File: src/rtl/xlce_sample_buffer.sv
// Rate-aligned sample FIFO: buffers upstream samples and emits one per ce pulse.
// Optional XLCE_UNDERFLOW_COUNT_EN adds a saturating 16-bit underflow counter.
module xlce_sample_buffer #(
  parameter int DATA_WIDTH = 16,
  parameter int DEPTH_LOG2 = 3
) (
  input  logic                  sysclk,
  input  logic                  sysclr_n,
  input  logic                  sysce,
  input  logic                  ce,
  input  logic                  flush,
  input  logic [DATA_WIDTH-1:0] s_tdata,
  input  logic                  s_tvalid,
  output logic                  s_tready,
  output logic [DATA_WIDTH-1:0] dout,
  output logic                  dout_vld,
  output logic [DEPTH_LOG2:0]   level,
  output logic                  underflow
`ifdef XLCE_UNDERFLOW_COUNT_EN
  ,
  output logic [15:0]           underflow_cnt
`endif
);

  localparam logic [DEPTH_LOG2:0] LP_DEPTH =
    (DEPTH_LOG2+1)'(1 << DEPTH_LOG2);

  logic [DATA_WIDTH-1:0] r_mem [LP_DEPTH];
  logic [DEPTH_LOG2-1:0] r_wptr;
  logic [DEPTH_LOG2-1:0] r_rptr;
  logic [DEPTH_LOG2:0]   r_level;
  logic [DATA_WIDTH-1:0] r_dout;
  logic                  r_dout_vld;
  logic                  r_underflow;

  logic w_ready;
  logic w_push;
  logic w_tick;
  logic w_pop;
  logic w_under;

  assign w_ready = (r_level < LP_DEPTH) & sysce & ~flush;
  assign w_push  = s_tvalid & w_ready;
  // rate tick only counts when enabled and not being flushed
  assign w_tick  = sysce & ce & ~flush;
  assign w_pop   = w_tick & (r_level != '0);
  assign w_under = w_tick & (r_level == '0);

  // storage is not reset; occupancy is tracked by the pointers/level
  always_ff @(posedge sysclk) begin
    if (w_push) r_mem[r_wptr] <= s_tdata;
  end

  always_ff @(posedge sysclk or negedge sysclr_n) begin
    if (!sysclr_n) begin
      r_wptr      <= '0;
      r_rptr      <= '0;
      r_level     <= '0;
      r_dout      <= '0;
      r_dout_vld  <= 1'b0;
      r_underflow <= 1'b0;
    end else if (!sysce) begin
      r_dout_vld  <= 1'b0;
    end else if (flush) begin
      r_wptr      <= '0;
      r_rptr      <= '0;
      r_level     <= '0;
      r_dout_vld  <= 1'b0;
      r_underflow <= 1'b0;
    end else begin
      r_dout_vld <= w_pop;
      if (w_push) r_wptr <= r_wptr + 1'b1;
      if (w_pop) begin
        r_rptr <= r_rptr + 1'b1;
        r_dout <= r_mem[r_rptr];
      end
      if (w_push && !w_pop) r_level <= r_level + 1'b1;
      else if (w_pop && !w_push) r_level <= r_level - 1'b1;
      if (w_under) r_underflow <= 1'b1;
    end
  end

`ifdef XLCE_UNDERFLOW_COUNT_EN
  logic [15:0] r_ucnt;

  always_ff @(posedge sysclk or negedge sysclr_n) begin
    if (!sysclr_n) begin
      r_ucnt <= '0;
    end else if (sysce) begin
      if (flush) r_ucnt <= '0;
      else if (w_under && r_ucnt != 16'hFFFF) r_ucnt <= r_ucnt + 1'b1;
    end
  end

  assign underflow_cnt = r_ucnt;
`endif

  assign s_tready  = w_ready;
  assign dout      = r_dout;
  assign dout_vld  = r_dout_vld;
  assign level     = r_level;
  assign underflow = r_underflow;

endmodule

File: config.mk
export PLATFORM = sky130hd
export DESIGN_NAME = xlce_sample_buffer
export DESIGN_NICKNAME = d
export VERILOG_FILES = /design/src/rtl/xlce_sample_buffer.sv
export SDC_FILE = /design/constraint.sdc
export NUM_CORES = 1
export LEC_CHECK = 0
export ABC_AREA = 1
export CAP_MARGIN = 15
export CORE_MARGIN = 2
export CORE_UTILIZATION = 55
export CTS_BUF_LIST = sky130_fd_sc_hd__clkbuf_2
export CTS_CLUSTER_SIZE = 16
export DETAILED_ROUTE_END_ITERATION = 6
export GPL_TIMING_DRIVEN = 0
export PLACE_DENSITY_LB_ADDON = 0.2
export SETUP_SLACK_MARGIN = 0.5
export SLEW_MARGIN = 20
export SYNTH_ARGS = -nofsm -noshare
export SYNTH_HDL_FRONTEND = slang
export SYNTH_SLANG_ARGS = --single-unit
File: constraint.sdc
create_clock -name sysclk -period 1.9 [get_ports sysclk]
set_input_delay 0.19 -clock sysclk [delete_from_list [all_inputs] [get_ports sysclk]]
set_output_delay 0.19 -clock sysclk [all_outputs]
set_load 0.01 [all_outputs]
==> metrics.md <==
| Metric | Value |
|---|---|
| Result of the run | `finished, final reports clean` |
| DP Area | `6942 µm²` |
| Global route total overflow | `0` |
| Average via count per standard cell | `approximately 6` |
| Area Overhead vs Synth | `32.60%` |
| Effective utilization at floorplan | `roughly 57%` |
| Setup-failing EPs final | `0` |
| Peak supply drop | `0.9285 mV` |
| Maximum fanout along the worst path | `4` |
| Leakage dissipation | `about 0.0032 µW` |
| Number of antenna cells inserted | `0` |
| Placed wire-length estimate | `8917 µm` |
| Initial drt markers | `582` |
| Largest net degree at the start of global routing | `24` |
| Launch point of the worst reg-to-reg path | `level[1]` |
| Detailed-router iteration count before antenna repair | `5` |
| Arrival time of the worst setup path | `2.56 ns` |
| Clk_skew | `0.04538 ns` |
| Max Root-Sink Buffers | `2` |
| Total chip power | `about 9800 µW` |
| Final GP Congestion | `0.8297` |
| TritonCTS clock tree | `yes` |
| Vias | `4,668` |
| Final design utilization | `about three quarters` |
| Final period demand of the worst path | `~1.9 ns` |
| Number of violations of the max-capacitance limit | `0` |
| Final critical-path share of the clock period | `98.94%` |
| Critical setup path kind | `reg2reg` |
| Fraction of layout instances using a drive strength above 1 | `32.72%` |
| Area of the die | `12,220 µm²` |
| Core Area | `10,940 µm²` |
| Seq/Total Area, Yosys | `72.77%` |
| Crit start category | `flop` |
| CTS clock-pin slew for the worst setup and hold paths | `0.23 ns` |
| Layout net count | `671` |
| IO buf count | `44` |
| Count of final max-slew check failures | `0` |
| Number of global-route vias before repair | `4,555` |
| Vertical die dimension | `110.6 µm` |
| Clock latency on the worst-skew pair | `about 0.72 ns` |
| Total of warnings raised by yosys | `0` |
| Wirelength, routed | `17,120 µm` |
| Netlist area before placement | `6245 µm²` |
| Number of antenna violations at the first check in global routing | `0` |
| Root buffer cell | `sky130_fd_sc_hd__clkbuf_2` |
| Kind of end point of the critical path | `flop` |
| Syn_nets | `539` |
| Post-synthesis sequential element count | `156` |
| Instance count of the mapped netlist | `512` |
| Unique cell type count in the Yosys netlist | `24` |
| Number of hold violations in the final report | `0` |
| Floorplan row count | `38` |
| Syn_area_per_cell | `around 12 µm²` |
| Number of inserted filler cells in the final layout | `655` |
| Antenna viol nets, final | `0` |
| CP required | `about 2.6 ns` |
| Final cell count without fillers | `797` |
| Clock net sink count | `156` |
| Placed instance count | `696` |
| Routed len/inst | `roughly 21 µm` |
| Cell area after layout | `8280 µm²` |
| Tightest slew margin relative to the limit | `39.54%` |
| Total power density per cell area | `1181 nW/µm²` |
| Pin slew with the least headroom to its limit | `0.9039 ns` |
| Number of levels the H-tree was split into | `4` |
| Highest clock frequency the design can meet | `~530 MHz` |
| IO Count | `45` |
| Setup repair after global routing missed its margin | `true` |
| Post-route setup TNS | `0 ns` |
| Global-route total usage across every layer | `27.05%` |
| Post-detailed-route DRC marker count | `0` |
| Global-route wire length before repair | `24,600 µm` |
| Hold path start | `s_tdata[15]` |
| Worst Setup SP | `level[1]` |
| Number of buffers created by CTS | `17` |
| Die Span X | `110.6 µm` |
| Worst Hold Class | `in2reg` |
==> Yosys cell counts (all sizes together) <==
cell type | instances | area share [%]
fa | 1 | 0.32
inv | 14 | 0.84
clkbuf | 9 | 0.54
xnor2 | 1 | 0.14
dfrtp | 28 | 11
edfxtp | 128 | 62
nand3 | 24 | 2.0
a21oi | 2 | 0.16
nand2 | 70 | 4.4
ha | 4 | 0.80
nand4 | 1 | 0.10
o211ai | 32 | 3.8
buf | 19 | 1.7
o21ai | 67 | 5.4
nor2 | 110 | 6.8
clkinv | 1 | 0.060
a32o | 1 | 0.16
==> critical path, cell delays in order, from the launching register on <==
cell and delay (ns):
sky130_fd_sc_hd__dfrtp_2 0.47, sky130_fd_sc_hd__buf_6 0.13, sky130_fd_sc_hd__nor2_4 0.11, sky130_fd_sc_hd__nand2_2 0.10, sky130_fd_sc_hd__buf_4 0.15, sky130_fd_sc_hd__buf_6 0.10
sky130_fd_sc_hd__buf_6 0.10, sky130_fd_sc_hd__buf_6 0.10, sky130_fd_sc_hd__buf_6 0.11, sky130_fd_sc_hd__nand3_4 0.08, sky130_fd_sc_hd__nand3_4 0.10, sky130_fd_sc_hd__nand2_4 0.11
sky130_fd_sc_hd__nand2_2 0.09, sky130_fd_sc_hd__nand2_2 0.09
==> cell families after synthesis <==
kind of cell	Yosys count	share of synthesized area [%]
AND/OR/NAND/NOR	205	13.28
flip-flops	156	72.77
AO/OA/AOI/OAI	102	9.537
buffers and inverters	43	3.146
adder cells (fa/ha/maj)	5	1.122
XOR/XNOR	1	0.1403
==> state kept, by name, indices dropped and copies added, names as in the netlist <==
register   count
r_mem        128
dout          16
level          4
r_rptr         3
r_wptr         3
dout_vld       1
underflow      1
==> layer usage <==
metal	routed length [µm]	vias to the layer above	GRT usage, %	part of all wire (%)
li1	-	2078	-	-
met1	6471	2266	34.94	38
met2	8453	268	44.09	49
met3	1627	56	6.367	9.5
met4	571	0	11.92	3.3
met5	0	-	0	0
==> final cells by class <==
cell class                      count  area [µm²]  share of cell area, %
Clock buffer                       17       85.08                  1.028
Timing Repair Buffer              113        1121                  13.54
Clock inverter                     15       178.9                  2.161
Inverter                           15       63.81                 0.7706
Buffer                             28       265.3                  3.203
Tap cell                          140       175.2                  2.115
Multi-Input combinational cell    313        1844                  22.27
Sequential cell                   156        4547                  54.91
==> worst paths after layout <==
| check | endpoint | slack, ns | cells after the start |
|---|---|---|---|
| max | level[0] | 0.02 | 13 |
| min | r_mem[5][15] | 0.18 | 1 |
| max reg2reg | level[0] | 0.02 | 13 |
| min reg2reg | dout[13] | 0.55 | 2 |
| max in group asynchronous | dout[6] | 0.61 | 3 |
| min in group asynchronous | level[1] | 0.39 | 3 |
==> repair_timing <==
item / in CTS / in global routing
gates cloned: 3 / 0
pin swaps: 21 / 19
setup endpoints to repair: 172 / 175
hold buffers: 2 / 3
hold endpoints to repair: 28 / 4
resized for setup: 172 / 66
setup buffers: 48 / 13
==> per-stage QoR <==
step | hold slack (ns) | setup WS (ns)
after floorplan | -0.1056 | 0.2328
after global placement | 0.4623 | -0.3154
after detailed placement | 0.2649 | -0.3762
after CTS | -0.03077 | 0.1644
after global routing | 0.1468 | -0.02941
final | 0.1843 | 0.02013
==> report_power, final <==
group	switching (µW)	total [µW]	internal, µW
registers	169	4140	3980
clock network	1130	1970	841
logic	1970	3660	1690
total	3270	9780	6510
==> layout by cell type (no fill, tap or decap), types with 2 or more instances in the layout <==
master                            Yosys  final
sky130_fd_sc_hd__buf_4                2     38
sky130_fd_sc_hd__nand3_4              0      4
sky130_fd_sc_hd__nor2_4               1     11
sky130_fd_sc_hd__ha_1                 4      3
sky130_fd_sc_hd__clkinv_4             0      2
sky130_fd_sc_hd__inv_2                0      3
sky130_fd_sc_hd__nor2_1             108     97
sky130_fd_sc_hd__buf_6                1     28
sky130_fd_sc_hd__buf_8                0      4
sky130_fd_sc_hd__o211ai_1            32     32
sky130_fd_sc_hd__nor2_2               1      2
sky130_fd_sc_hd__edfxtp_1           128    128
sky130_fd_sc_hd__nand2_2              2     24
sky130_fd_sc_hd__clkinv_2             0      7
sky130_fd_sc_hd__dlygate4sd3_1        0      5
sky130_fd_sc_hd__clkinv_1             1      2
sky130_fd_sc_hd__bufinv_16            0      4
sky130_fd_sc_hd__nand2_4              1     11
sky130_fd_sc_hd__nand2_1             67     32
sky130_fd_sc_hd__clkbuf_8             0      2
sky130_fd_sc_hd__dfrtp_2              0      2
sky130_fd_sc_hd__nand2_8              0      3
sky130_fd_sc_hd__o21ai_0             67     66
sky130_fd_sc_hd__a21oi_2              0      2
sky130_fd_sc_hd__inv_1               14     10
sky130_fd_sc_hd__clkdlybuf4s50_1      0     20
sky130_fd_sc_hd__clkbuf_2             0     21
sky130_fd_sc_hd__buf_12               0     13
sky130_fd_sc_hd__dfrtp_1             28     26
sky130_fd_sc_hd__clkbuf_4             0      4
sky130_fd_sc_hd__buf_2               16     22
sky130_fd_sc_hd__nand3_1             23     19
No activity file was read; power rests on OpenSTA's default activity.
